### src/rtl/mips_debug_unit_if.sv
// rtl/mips_debug_unit_if.sv - UART byte-stream bundle between the debug unit and the UART pair
interface mips_debug_unit_if;
  logic [7:0] rx_data;
  logic       rx_valid;
  logic [7:0] tx_data;
  logic       tx_start;
  logic       tx_busy;

  modport master (
    output rx_data,
    output rx_valid,
    output tx_busy,
    input  tx_data,
    input  tx_start
  );

  modport slave (
    input  rx_data,
    input  rx_valid,
    input  tx_busy,
    output tx_data,
    output tx_start
  );
endinterface

### src/rtl/mips_debug_unit.sv
// rtl/mips_debug_unit.sv - command decoder, core clock gating and PC/register dump over UART
module mips_debug_unit #(
  parameter int DATA_W = 32,
  parameter int NREGS  = 32,
  parameter int ADDR_W = 5
) (
  input  logic                clock,
  input  logic                reset,
  mips_debug_unit_if.slave    uart,
  output logic                core_en,
  input  logic                halt_detected,
  input  logic [DATA_W-1:0]   pc,
  output logic [ADDR_W-1:0]   dbg_addr,
  input  logic [DATA_W-1:0]   dbg_data,
  output logic                busy
);

  localparam int BYTES = DATA_W / 8;
  localparam int BCW   = (BYTES > 1) ? $clog2(BYTES) : 1;
  localparam int WCW   = $clog2(NREGS + 1);

  localparam logic [BCW-1:0]    LAST_BYTE = BCW'(BYTES - 1);
  localparam logic [WCW-1:0]    LAST_WORD = WCW'(NREGS);
  localparam logic [BCW-1:0]    BYTE_ONE  = BCW'(1);
  localparam logic [WCW-1:0]    WORD_ONE  = WCW'(1);
  localparam logic [ADDR_W-1:0] ADDR_ONE  = ADDR_W'(1);

  localparam logic [7:0] CMD_RUN  = 8'h52;
  localparam logic [7:0] CMD_STEP = 8'h53;
  localparam logic [7:0] CMD_DUMP = 8'h44;
  localparam logic [7:0] CMD_HALT = 8'h48;

  localparam logic [2:0] S_IDLE      = 3'd0;
  localparam logic [2:0] S_RUN       = 3'd1;
  localparam logic [2:0] S_STEP      = 3'd2;
  localparam logic [2:0] S_DUMP_LOAD = 3'd3;
  localparam logic [2:0] S_DUMP_SEND = 3'd4;
  localparam logic [2:0] S_DUMP_WAIT = 3'd5;

  logic [2:0]        state;
  logic [DATA_W-1:0] shift;
  logic [BCW-1:0]    byte_cnt;
  logic [WCW-1:0]    word_cnt;
  logic              skip;

  assign busy = (state != S_IDLE);

  always_ff @(posedge clock or negedge reset) begin
    if (!reset) begin
      state         <= S_IDLE;
      core_en       <= 1'b0;
      uart.tx_start <= 1'b0;
      uart.tx_data  <= 8'h00;
      dbg_addr      <= '0;
      shift         <= '0;
      byte_cnt      <= '0;
      word_cnt      <= '0;
      skip          <= 1'b0;
    end else begin
      uart.tx_start <= 1'b0;
      case (state)
        S_IDLE: begin
          if (uart.rx_valid) begin
            case (uart.rx_data)
              CMD_RUN:  begin state <= S_RUN;  core_en <= 1'b1; end
              CMD_STEP: begin state <= S_STEP; core_en <= 1'b1; end
              CMD_DUMP: state <= S_DUMP_LOAD;
              default:  ;
            endcase
          end
        end
        // A halt seen in the same cycle as 'H' must still produce the dump.
        S_RUN: begin
          if (halt_detected) begin
            core_en <= 1'b0;
            state   <= S_DUMP_LOAD;
          end else if (uart.rx_valid && uart.rx_data == CMD_HALT) begin
            core_en <= 1'b0;
            state   <= S_IDLE;
          end
        end
        S_STEP: begin
          core_en <= 1'b0;
          state   <= S_DUMP_LOAD;
        end
        S_DUMP_LOAD: begin
          shift    <= (word_cnt == '0) ? pc : dbg_data;
          byte_cnt <= '0;
          state    <= S_DUMP_SEND;
        end
        S_DUMP_SEND: begin
          if (!uart.tx_busy) begin
            uart.tx_data  <= shift[DATA_W-1 -: 8];
            shift         <= shift << 8;
            uart.tx_start <= 1'b1;
            skip          <= 1'b1;
            state         <= S_DUMP_WAIT;
          end
        end
        // tx_busy lags tx_start by a cycle, so the first wait cycle is ignored.
        S_DUMP_WAIT: begin
          if (skip) begin
            skip <= 1'b0;
          end else if (!uart.tx_busy) begin
            if (byte_cnt != LAST_BYTE) begin
              byte_cnt <= byte_cnt + BYTE_ONE;
              state    <= S_DUMP_SEND;
            end else if (word_cnt == LAST_WORD) begin
              word_cnt <= '0;
              dbg_addr <= '0;
              state    <= S_IDLE;
            end else begin
              if (word_cnt != '0) dbg_addr <= dbg_addr + ADDR_ONE;
              word_cnt <= word_cnt + WORD_ONE;
              state    <= S_DUMP_LOAD;
            end
          end
        end
        default: state <= S_IDLE;
      endcase
    end
  end

endmodule
### src/flat_wrapper.sv
// flat-port wrapper written by rule: the top's interface ports become plain ports
module mips_debug_unit_flat 
#(
  parameter int DATA_W = 32,
  parameter int NREGS  = 32,
  parameter int ADDR_W = 5
)
  (clock, reset, core_en, halt_detected, pc, dbg_addr, dbg_data, busy, uart_rx_data, uart_rx_valid, uart_tx_busy, uart_tx_data, uart_tx_start);
  mips_debug_unit_if uart_i ();
  input  logic clock;
  input  logic reset;
  output logic core_en;
  input  logic halt_detected;
  input  logic [DATA_W-1:0] pc;
  output logic [ADDR_W-1:0] dbg_addr;
  input  logic [DATA_W-1:0] dbg_data;
  output logic busy;
  input wire logic [$bits(uart_i.rx_data)-1:0] uart_rx_data;
  input wire logic [$bits(uart_i.rx_valid)-1:0] uart_rx_valid;
  input wire logic [$bits(uart_i.tx_busy)-1:0] uart_tx_busy;
  output wire logic [$bits(uart_i.tx_data)-1:0] uart_tx_data;
  output wire logic [$bits(uart_i.tx_start)-1:0] uart_tx_start;
  assign uart_i.rx_data = uart_rx_data;
  assign uart_i.rx_valid = uart_rx_valid;
  assign uart_i.tx_busy = uart_tx_busy;
  assign uart_tx_data = uart_i.tx_data;
  assign uart_tx_start = uart_i.tx_start;
  mips_debug_unit #(.DATA_W(DATA_W), .NREGS(NREGS), .ADDR_W(ADDR_W)) u_core (.clock(clock), .reset(reset), .uart(uart_i), .core_en(core_en), .halt_detected(halt_detected), .pc(pc), .dbg_addr(dbg_addr), .dbg_data(dbg_data), .busy(busy));
endmodule
### config.mk
export PLATFORM = sky130hd
export DESIGN_NAME = mips_debug_unit_flat
export DESIGN_NICKNAME = d
export VERILOG_FILES = /design/src/rtl/mips_debug_unit_if.sv /design/src/rtl/mips_debug_unit.sv /design/src/flat_wrapper.sv
export SDC_FILE = /design/constraint.sdc
export NUM_CORES = 1
export LEC_CHECK = 0
export BUFFER_PORTS_ARGS = -buffer_cell sky130_fd_sc_hd__clkbuf_2
export CORE_MARGIN = 5
export CORE_UTILIZATION = 47
export DETAILED_ROUTE_END_ITERATION = 7
export GPL_TIMING_DRIVEN = 0
export PLACE_DENSITY = 0.78
export SLEW_MARGIN = 20
export SYNTH_ARGS = -nofsm -noshare
export SYNTH_HDL_FRONTEND = slang
export SYNTH_SLANG_ARGS = --single-unit
### constraint.sdc
create_clock -name clock -period 2 [get_ports clock]
set_input_delay 0.1 -clock clock [delete_from_list [all_inputs] [get_ports clock]]
set_output_delay 0.1 -clock clock [all_outputs]
set_load 0.03 [all_outputs]
# == Word level (Yosys, flattened, before mapping) ==
# Cells that the tools add are included.
# word_totals
output_inout_bits,16
in_bits,77
reg_bits,59
word_cells,82
# classes
mux,29
add_sub_neg,3
bitwise,3
n_eq_ne,19
n_reduce_logical,19
# ops
cell,n
32-bit 2-to-1 mux,2
32-bit one-hot mux with 2 select lines,1
"8-bit by 7-bit == test with 1-bit output, second input constant",4
3-bit 2-to-1 mux,7
3-bit one-hot mux with 6 select lines,1
"2-bit inequality test, second input constant",6
4-bit AND reduction,3
5-bit 2-to-1 mux,2
3-bit one-hot mux with 3 select lines,1
2-bit 2-to-1 mux,4
2-bit nonzero test,4
1-bit 2-to-1 mux,7
"6-bit by 1-bit adder with 6-bit output, second input constant",1
"3-bit by 2-bit == test with 1-bit output, second input constant",2
"3-bit == test, second input constant",2
"6-bit == test, second input constant",1
6-bit zero test,1
6-bit 2-to-1 mux,1
2-bit AND reduction,3
6-bit AND reduction,1
3-bit nonzero test,2
6-bit nonzero test,1
"5-bit by 1-bit adder with 5-bit output, second input constant",1
5-bit AND reduction,1
12 further kinds,14

# == Logic depth before layout (Yosys ltp) ==
# Gate-level depths: netlist (run 1).
# depth
word_depth,6
mapped_depth,8

# == Worst setup path before layout (run 1) ==
# Ideal clock, no wire load.
# synth_path
path_kind,reg-to-reg
start,register u_core.word_cnt[0]
end,register u_core.shift[24]
arrival_time_ns,1.780
setup_ns,0.132
setup_slack_ns,0.088
stages_incl_launch_ff,9
cell_sequence,dfrtp_1 inv_1 ha_1 or4b_1 buf_6 nor2_8 buf_6 mux2i_1 o21ai_1
# synth_via
elab_chain_len,3
# synth_lines
element,line_no,source
"start, declared",mips_debug_unit.sv:43,logic [WCW-1:0] word_cnt;
"start signal, assigned",mips_debug_unit.sv:114,word_cnt <= word_cnt + WORD_ONE;
6-bit zero test,mips_debug_unit.sv:87,shift <= (word_cnt == '0) ? pc : dbg_data;
32-bit 2-to-1 mux,mips_debug_unit.sv:87,
32-bit one-hot mux with 2 select lines,mips_debug_unit.sv:61,case (state)
"end signal, assigned",mips_debug_unit.sv:87,
"end signal, assigned",mips_debug_unit.sv:94,shift <= shift << 8;
"end, declared",mips_debug_unit.sv:41,logic [DATA_W-1:0] shift;
# Every way passes these cells.
# A chain may end at the register's enable or synchronous reset.

# == Worst setup path in the final report (run 1) ==
# layout_path
start,register u_core.word_cnt[1]
end,register u_core.shift[14]
# Same word-level chain as after synthesis.

==> run summary, run 1 <==
status: finished with violations
Syn Area/Cell: 10.68 um^2
Crit. End Element: register
largest family of logic cells by synthesized area: compound AO/OA/AOI/OAI gates
vias in the first global route: 2,860
failing checks: negative setup slack
met3 wire length: 579 um
main area contributors after synthesis: dfrtp_1, mux2i_1, a22oi_1
wire length on met1: 3434 um
WL/cell: 17.33 um
Final Skew: 0.008063 ns
Max Freq: 486.0 MHz
initial antenna violation count: 0
Die H: 91.19 um
clk_lat worst skew: 0.34 ns
startpoint types: register
area leader, netlist: dfrtp_1
CTS Buffer Depth: 2
die footprint: 8315 um^2
CTS H-tree depth: 3
Cell Area, Synth: 3098 um^2
ys async rst share: 100.0%
#FFs+latches synth: 59
io pins: 93
max-cap check violation count: 0
warnings from Yosys: 0
clock slew at reported path FFs: 0.07 ns
synthesis-to-layout area growth: 34.65%
met2 routed wirelength: 4226 um
commonest register cell after synthesis: dfrtp_1
top cell type's share of synthesized area: 47.66%
Nets: 486
first-pass GRT wire length: 13,720 um
fin crit share: 102.9%
worst hold path class: input pin to register
Slew Limit Fails: 0
num rows: 29
clk sinks: 59
CP Max Fanout: 6
ANT nets after route: 0
top cells by count, synth: dfrtp_1, mux2i_1, o21ai_1, a22oi_1, nand2_1
highest routed layer: met4
Critical Path RT: 2.19 ns
# setup viols final: 6
diode count: 0
final std cells w/o fill: 486
Starting Density: 48.51%
CP arrival: 2.25 ns
GRT Total Usage: 20.39%
largest net degree at the start of global routing: 36
pre-CTS setup slack: -0.1961 ns
Die W: 91.19 um
Post-Syn Nets: 371
Final min period: 2.058 ns
fraction of the mapped netlist area in simple logic gates: 13.00%
Slew headroom: 64.61%
Synth Area in XOR/XNOR: 1.131%
Max rail drop VDD: 0.0008773 V
share of cells above drive strength 1: 40.10%
mux share of post-synthesis cell area: 14.30%
Root Buffer: clkbuf_8
via count: 2,819
TritonCTS buffer count: 9
Post-Route Utilization: 65.32%
CTS tree: built
leakage dissipation: 1.913 nW
post-route setup slack: -0.05751 ns
Worst R2R Setup Slack: -0.06 ns
Post-Synth Adder-Cell Area: 1.616%
grt ovf: 0
area of the core: 6386 um^2
drt drc: 0
WL final: 8424 um
sequential fraction of the synthesis area: 47.66%
dpl hpwl: 5685 um
Cells after Synth: 290
Post-Place Cells: 460
final hold viol count: 0
Port-buffer cells: 92
RSZ-0062 raised after global routing: true
DRT Pass-1 Iters: 4
Synth cell types: 49
WS Path Type: register to register
most common cell in the synthesized netlist: dfrtp_1
Worst-Margin Slew: 0.5309 ns
number of fill cells: 509
initial DRC count: 170
EDFF count, synth: 0
compound-gate portion of the synthesized area: 17.69%
Pwr per Cell Area: 1327 nW/um^2
Placer Congestion: 0.8141
vias per cell: 5.800
-- kinds of logic after synthesis --
family                   count (synthesis)
adder cells (fa/ha/maj)                  4
flip-flops                              59
multiplexers                            43
AND/OR/NAND/NOR                         67
XOR/XNOR                                 4
buffers and inverters                   26
AO/OA/AOI/OAI                           87
-- critical path, cell delays in order, from the launching register on --
cell	delay [ns]
dfrtp_1	0.39
inv_2	0.08
ha_4	0.13
or4b_4	0.53
nor2_8	0.25
buf_12	0.18
mux2i_2	0.25
o21ai_1	0.10
-- layout make-up --
class | count | area (um^2) | area share, %
Timing Repair Buffer | 104 | 591.8 | 14.19
Sequential cell | 59 | 1476 | 35.39
Multi-Input combinational cell | 206 | 1630 | 39.08
Inverter | 8 | 30.03 | 0.7199
Clock buffer | 11 | 151.4 | 3.629
Tap cell | 77 | 96.34 | 2.310
Clock inverter | 4 | 73.82 | 1.770
Buffer | 17 | 121.4 | 2.909
-- per-layer routing --
metal  track usage [%]  vias up
met1             26.50     1375
met5                 0        -
li1                  -     1318
met4             6.846        0
met2             34.56      110
met3             3.388       16
-- sequential cells by signal, indices dropped and copies added, names as in the netlist --
signal / flops
u_core.shift: 32
u_core.core_en: 1
u_core.word_cnt: 6
u_core.uart.tx_data: 8
u_core.state: 3
u_core.uart.tx_start: 1
u_core.dbg_addr: 5
u_core.skip: 1
u_core.byte_cnt: 2
-- power breakdown --
part,switching (mW),internal (mW)
Clock,0.477,0.763
Sequential,0.262,1.59
Combinational,1.30,1.14
-- repair_timing --
item / 4_1_cts / 5_1_grt
pin swaps: 5 / 4
gates resized for setup: 23 / 18
setup buffers: 8 / 2
cloned: 3 / 0
setup endpoints to repair: 29 / 42
hold buffers: 1 / 0
endpoints found under the hold margin: 24 / 0
-- placed cells by master, fill, tap and decap left out, types with 5 or more instances in the layout --
master and n:
a21oi_1 9, a22oi_1 23, buf_12 5, buf_4 7
clkbuf_1 9, clkbuf_2 92, clkbuf_8 11, dfrtp_1 59
inv_1 6, mux2_2 10, mux2i_1 20, mux2i_2 7
mux2i_4 6, nand2_1 23, nand3_1 6, nor2_1 10
nor3_1 5, o21ai_0 11, o21ai_1 25
-- final timing paths --
kind                                          from            endpoint  cells after the start
worst max-delay path            u_core.word_cnt[1]    u_core.shift[14]                      7
worst min-delay path                   dbg_data[5]     u_core.shift[5]                      3
worst max register to register  u_core.word_cnt[1]    u_core.shift[14]                      7
worst min register to register     u_core.shift[0]     u_core.shift[0]                      2
max in group asynchronous                    reset  u_core.word_cnt[1]                      3
min in group asynchronous                    reset      u_core.core_en                      2
-- through the flow --
| step | hold WS [ns] | area [um^2] | TNS (ns) | power (mW) |
|---|---|---|---|---|
| finish | 0.03452 | 4172 | -0.1211 | 5.534 |
| global placement | 0.3729 | 3655 | -2.655 | 3.751 |
| CTS | 0.03596 | 4155 | -2.006 | 5.525 |
| detailed placement | 0.06084 | 3677 | -3.551 | 3.839 |
| global route | 0.05009 | 4172 | -1.945 | 5.828 |
| floorplan | -0.1956 | 3098 | 0 | 3.289 |
Power figures use the tool's default switching activity.
==> run 2, diff against run 1 <==
==> constraint.sdc (replaced) <==
create_clock -name clock -period 1.7 [get_ports clock]
set_input_delay 0.085 -clock clock [delete_from_list [all_inputs] [get_ports clock]]
set_output_delay 0.085 -clock clock [all_outputs]
set_load 0.03 [all_outputs]
==> run 2 against run 1 <==
- the run still ends with negative setup slack left
- highest routed layer unchanged
- global-route usage up 0.20 points
- sequential cell count unchanged
- worst setup slack got worse by 0.28 ns
- utilization is 2.4 points higher
- count of clock-buffer cells in the layout decreased by 1
- critical path depth rose by 1
- final cell count grew 2.1%
- combinational power rose by 30%
- sequential share of layout area down 1.3 points
- register-to-register slack lost 0.28 ns
- hold slack got worse by 0.014 ns
==> run summary, run 2 (synthesis gave the netlist of run 1 again) <==
commonest non-fill, non-tap cell in the layout: clkbuf_2
Worst R2R Setup Slack: -0.34 ns (-0.28 ns)
Final min period: 2.037 ns (-0.02085 ns)
r2r endpoint: u_core.shift[26]
failing checks: negative setup slack
CTS tree: built
largest net degree at the start of global routing: 31 (-14%)
initial antenna violation count: 0 (unchanged)
Critical path origin: u_core.word_cnt[0]
vias per cell: 5.625 (-3.0%)
clock slew at reported path FFs: 0.07 ns (about the same)
CP arrival: 2.24 ns (about the same)
Slew Limit Fails: 0 (unchanged)
Nets: 496 (+2.1%)
clk_lat worst skew: 0.33 ns (about the same)
final hold viol count: 0 (unchanged)
worst hold path class: input pin to register
initial DRC count: 121 (-29%)
Root Buffer: clkbuf_8
reg2reg start: u_core.word_cnt[0]
dpl hpwl: 5760 um (+1.3%)
commonest non-fill, non-tap cells in the layout: clkbuf_2, dfrtp_1, o21ai_1, a22oi_1, nand2_1
area of the core: 6386 um^2 (unchanged)
fin crit share: 119.8% (+17 points)
startpoint types: register
Worst-Margin Slew: 0.5204 ns (-0.01055 ns)
via count: 2,790 (-1.0%)
CTS Buffer Depth: 2 (unchanged)
Pwr per Cell Area: 1536 nW/um^2 (+16%)
Critical Path RT: 1.90 ns (-0.29 ns)
die footprint: 8315 um^2 (unchanged)
vias in the first global route: 2,954 (+3.3%)
first-pass GRT wire length: 14,030 um (+2.3%)
top flop regs: u_core.shift (32), u_core.uart.tx_data (8), u_core.word_cnt (6)
hold path endpoint: u_core.shift[2]
WL/cell: 17.25 um (-0.46%)
diode count: 0 (unchanged)
pre-CTS setup slack: -0.4779 ns (-0.2818 ns)
CP Max Fanout: 8 (+2)
post-route cell area: 4328 um^2 (+3.7%)
Final Skew: 0.008548 ns (+0.0004855 ns)
max-cap check violation count: 0 (unchanged)
# setup viols final: 37 (+31)
max FFs per register: 32 (unchanged)
R2R cell count: 8 (+1)
area of the multi-input gates: 1682 um^2 (+3.1%)
Die H: 91.19 um (unchanged)
setup TNS: -9.396 ns (-9.275 ns)
CTS H-tree depth: 3 (unchanged)
placed cell area: 3677 um^2 (unchanged)
drt drc: 0 (unchanged)
synthesis-to-layout area growth: 39.70%
Starting Density: 48.51% (unchanged)
ANT nets after route: 0 (unchanged)
number of fill cells: 476 (-6.5%)
hold_sp: dbg_data[2]
grt ovf: 0 (unchanged)
Port-buffer cells: 92 (unchanged)
Placer Congestion: 0.7721 (-5.2%)
FF/Latch Area: 1478 um^2 (about the same)
Die W: 91.19 um (unchanged)
Worst Hold Depth: 3 (unchanged)
GRT Total Usage: 20.59% (+0.20 points)
post-route setup slack: -0.3367 ns (-0.2792 ns)
DRT Pass-1 Iters: 4 (unchanged)
status: finished with violations
TritonCTS buffer count: 9 (unchanged)
num rows: 29 (unchanged)
io pins: 93 (unchanged)
Crit. End Element: register
Max rail drop VDD: 0.001068 V (+22%)
leakage dissipation: 1.999 nW (+4.5%)
WS Path Type: register to register
RSZ-0062 raised after global routing: true
WL final: 8558 um (+1.6%)
Slew headroom: 65.31% (+0.70 points)
largest reg by FF count: u_core.shift
share of cells above drive strength 1: 44.87% (+4.8 points)
clk sinks: 59 (unchanged)
Max Freq: 491.0 MHz (+1.0%)
==> run 2: worst max-delay path by stage <==
stage	end	slack, ns	cells after the start
floorplan	u_core.shift[24]	-0.21	8
global placement	u_core.shift[23]	-0.44	8
detailed placement	u_core.shift[25]	-0.48	8
CTS	u_core.shift[11]	-0.34	8
global route	u_core.shift[26]	-0.40	8
finish	u_core.shift[26]	-0.34	8
==> run 2: per-layer routing <==
metal	track usage, %	share of wire, %
met1	26.46	41
met2	35.46	53
met3	3.306	4.8
met4	6.601	1.3
met5	0	0
==> run 2: worst max-delay path, cell delays in order, from the launching register on <==
cell and delay [ns]:
dfrtp_1 0.39, inv_2 0.08, ha_4 0.13, or4b_4 0.50
nor2_8 0.19, buf_12 0.14, buf_12 0.13, mux2i_2 0.25
o21ai_1 0.09
==> run 2: area by class of cell <==
cell class	count	area share, %
clock buffer	10	3.180
inverter	8	0.6938
clock inverter	5	1.243
multi-input combinational	205	38.86
timing repair buffer	116	16.77
tap	77	2.226
buffer	16	2.891
sequential	59	34.14
==> run 2: through the flow <==
| stage | cells | utilization, % | hold slack, ns | power [mW] |
|---|---|---|---|---|
| finish | 496 | 67.77 | 0.02045 | 6.646 |
| global route | 496 | 67.77 | 0.03115 | 7.029 |
| CTS | 493 | 65.93 | 0.01082 | 6.479 |
| detailed placement | 460 | 57.58 | 0.07700 | 4.524 |
| global placement | 459 | 57.23 | 0.3557 | 4.416 |
| floorplan | 290 | - | -0.2106 | 3.870 |
==> run 2: power by group <==
part / switching [mW] / total (mW) / internal (mW) / leakage (nW)
Clock: 0.550 / 1.25 / 0.703 / 0.102
Combinational: 1.57 / 3.17 / 1.60 / 1.12
Sequential: 0.357 / 2.23 / 1.87 / 0.774
==> run 2: what timing repair did <==
item                                    4_1_cts  5_1_grt
pin swaps                                     9        8
setup buffers                                16        6
endpoints found under the setup margin       49       57
hold buffers                                  1        0
cloned                                        2        0
gates resized for setup                      38       31
endpoints found under the hold margin        29        0
==> run 3, diff against run 2 <==
--- a/config.mk
+++ b/config.mk
@@ -5,9 +5,10 @@
 export SDC_FILE = /design/constraint.sdc
 export NUM_CORES = 1
 export LEC_CHECK = 0
+export ABC_AREA = 1
 export BUFFER_PORTS_ARGS = -buffer_cell sky130_fd_sc_hd__clkbuf_2
 export CORE_MARGIN = 5
-export CORE_UTILIZATION = 47
+export CORE_UTILIZATION = 48
 export DETAILED_ROUTE_END_ITERATION = 7
 export GPL_TIMING_DRIVEN = 0
 export PLACE_DENSITY = 0.78
==> run 3 against run 2 <==
- the flow now finishes without violations
- fmax is 27% higher
- register-to-register slack better by 0.43 ns
- synthesized cell count rose by 51%
- first-iteration DRC count increased by 30%
- sequential cell count did not move
- utilization fell by 4.9 points
- total power shrank 16%
- non-clock buffer count shrank 14
- combinational power decreased by 35%
- critical path type unchanged
- critical endpoint is now u_core.shift[17]
- largest power group is now sequential cells
==> run summary, run 3 <==
Die H: 93.72 um (+2.8%)
post-route setup slack: 0.09790 ns (+0.4346 ns)
Worst Hold Depth: 3 (unchanged)
Pint: 3.415 mW (-18%)
Placer Congestion: 0.8419 (+9.0%)
crit path max-delay cell type: dfrtp_1
CTS Buffer Depth: 2 (unchanged)
switching pwr: 2.182 mW (-12%)
Slew headroom: 70.35% (+5.0 points)
WL final: 8497 um (-0.71%)
Cell Area, Synth: 3364 um^2 (+8.6%)
ANT nets after route: 0 (unchanged)
share of cells above drive strength 1: 29.35% (-16 points)
Crit path max-delay family: simple AND/OR/NAND/NOR gates
WL/cell: 13.11 um (-24%)
Worst-Margin Slew: 0.4448 ns (-0.07559 ns)
Max Freq: 624.2 MHz (+27%)
dpl hpwl: 6355 um (+10%)
CTS tree: built
CP Max Fanout: 10 (+2)
Starting Density: 49.52% (+1.0 points)
CP arrival: 1.82 ns (-0.42 ns)
vias in the first global route: 3,241 (+9.7%)
synthesis-to-layout area growth: 27.00%
hold_sp: dbg_data[4]
Cells after Synth: 439 (+51%)
most common cell in the synthesized netlist: nand2_1
Syn Area/Cell: 7.664 um^2 (-28%)
r2r endpoint: u_core.shift[17]
die footprint: 8783 um^2 (+5.6%)
num rows: 30 (+3.4%)
area leader, netlist: dfrtp_1
R2R cell count: 7 (-1)
Pwr per Cell Area: 1310 nW/um^2 (-15%)
Crit path buffers/inverters: 2 (-1)
RSZ-0062 raised after global routing: false
placed cell area: 3968 um^2 (+7.9%)
switching share of power: 38.99% (+1.8 points)
via count: 3,284 (+18%)
Worst R2R Setup Slack: 0.1 ns (+0.43 ns)
Max rail drop VDD: 0.0006780 V (-37%)
Critical Path RT: 1.92 ns (+0.02 ns)
top flop regs: u_core.shift (32), u_core.uart.tx_data (8), u_core.word_cnt (6)
pre-CTS setup slack: -0.1000 ns (+0.3779 ns)
Die W: 93.72 um (+2.8%)
warnings from Yosys: 0 (unchanged)
post-route cell area: 4273 um^2 (-1.3%)
top cells by count, synth: nand2_1, o21ai_1, dfrtp_1, o21ai_0
commonest non-fill, non-tap cell in the layout: clkbuf_2
Seq pwr share: 39.5% (+6.0 points)
commonest register cell after synthesis: dfrtp_1
Port-buffer cells: 92 (unchanged)
Slew Limit Fails: 0 (unchanged)
startpoint types: register
largest reg by FF count: u_core.shift
Most common cell on crit path: o21ai_1
#FFs+latches synth: 59 (unchanged)
ys async rst share: 100.0% (unchanged)
first-pass GRT wire length: 14,510 um (+3.4%)
clock slew at reported path FFs: 0.08 ns (about the same)
TritonCTS buffer count: 9 (unchanged)
max FFs per register: 32 (unchanged)
drt drc: 0 (unchanged)
Post-Syn Nets: 520 (+40%)
Root Buffer: clkbuf_8
io pins: 93 (unchanged)
final hold viol count: 0 (unchanged)
number of fill cells: 615 (+29%)
largest stage delay on the critical path: 0.41 ns (-0.09 ns)
max-cap check violation count: 0 (unchanged)
Final Skew: 0.009058 ns (+0.0005097 ns)
CTS H-tree depth: 3 (unchanged)
Final min period: 1.602 ns (-0.4346 ns)
EDFF count, synth: 0 (unchanged)
fin crit share: 94.24% (-26 points)
clk sinks: 59 (unchanged)
GRT Total Usage: 20.62% (+0.029 points)
initial antenna violation count: 0 (unchanged)
commonest non-fill, non-tap cells in the layout: clkbuf_2, nand2_1, o21ai_1, dfrtp_1, o21ai_0
worst hold path class: input pin to register
crit path cell chain: inv_2 > ha_4 > nand3_4 > clkbuf_8 > or2_2 > o21ai_1 > o21ai_1
status: finished, final reports clean
hold path endpoint: u_core.shift[4]
power share of the clock group: 23.6% (+4.8 points)
top cell type's share of synthesized area: 43.88% (-3.8 points)
sequential fraction of the synthesis area: 43.88% (-3.8 points)
Gate power share: 36.9% (-11 points)
vias per cell: 5.068 (-9.9%)
largest net degree at the start of global routing: 31 (unchanged)
diode count: 0 (unchanged)
initial DRC count: 157 (+30%)
leakage dissipation: 2.064 nW (+3.2%)
clk_lat worst skew: 0.35 ns (+0.02 ns)
DRT Pass-1 Iters: 8 (+4)
grt ovf: 0 (unchanged)
Synth cell types: 31 (-37%)
reg2reg start: u_core.word_cnt[0]
area of the core: 6794 um^2 (+6.4%)
main area contributors after synthesis: dfrtp_1, nand2_1, o21ai_1
WS Path Type: register to register
Nets: 628 (+27%)
Crit. End Element: register
# setup viols final: 0 (-100%)
==> run 3: cell count changes after synthesis, sizes merged, moves of 6 or more <==
cell,previous run,this run
a21oi,9,3
a22oi,23,1
buf,8,14
inv,8,38
mux2,10,0
mux2i,33,0
nand2,23,91
nand3,6,38
nor2,11,41
o21ai,39,107
or2,0,23
==> run 3: area by class of cell <==
type	instances	area, um^2	area share, %
inverters	38	147.6	3.455
plain buffers	21	157.7	3.690
multi-input cells	321	1648	38.57
flip-flops and latches	59	1476	34.55
clock buffers	10	137.6	3.221
repair buffers	97	520.5	12.18
well taps	96	120.1	2.811
clock inverters	6	65.06	1.523
==> run 3: per-stage QoR <==
stage                     TNS (ns)  instances  utilization, %  hold slack, ns  power, mW
after floorplan                  0        439               -         -0.2106      3.653
after global placement     -0.6078        627           58.07          0.3390      4.176
after detailed placement    -1.058        628           58.40         0.07305      4.249
after CTS                        0        648           62.41        0.004154      5.557
after global routing             0        648           62.89         0.02209      6.010
final                            0        648           62.89        0.006801      5.597
==> run 3: kinds of logic after synthesis <==
family | Yosys count | share of synthesized area [%]
and+or+nand+nor | 199 | 27.89
AOI/OAI and AO/OA | 112 | 16.81
buffers and inverters | 59 | 8.367
xor gates and xnor gates | 6 | 1.562
adders and majority gates | 4 | 1.488
DFF | 59 | 43.88
==> run 3: worst max path at each step <==
stage / from / end / slack, ns / depth (start not counted)
floorplan: u_core.word_cnt[0] / u_core.shift[22] / 0.21 / 7
global placement: u_core.word_cnt[0] / u_core.shift[22] / -0.07 / 7
detailed placement: u_core.word_cnt[0] / u_core.shift[22] / -0.10 / 7
CTS: u_core.word_cnt[1] / u_core.shift[16] / 0.05 / 7
global route: u_core.word_cnt[1] / u_core.shift[17] / 0.0007 / 7
finish: u_core.word_cnt[0] / u_core.shift[17] / 0.1 / 7
==> run 3: metal layers <==
layer  up-vias  routed length, um  track usage [%]
met2       116               4033            33.29
li1       1662                  -                -
met4         0                131            8.424
met3        16                602            4.247
met1      1490               3731            26.99
met5         -                  0                0
==> run 3: power by group through the flow <==
stage	clock [mW]	combinational [mW]	sequential, mW
finish	1.32	2.07	2.21
detailed placement	0	2.03	2.22
CTS	1.32	2.04	2.20
floorplan	0	1.30	2.35
global placement	0	1.97	2.21
global route	1.40	2.34	2.27
==> run 3: tightest hold or removal path, stage by stage <==
cell,delay [ns]
clkbuf_2,0.07
o21ai_0,0.07
o21ai_0,0.08
==> run 3: timing repair <==
item / 4_1_cts / 5_1_grt
buffers inserted: 1 / 0
endpoints found under the setup margin: 24 / 18
resized for setup: 9 / 9
hold endpoints to repair: 31 / 0
hold buffers: 3 / 0
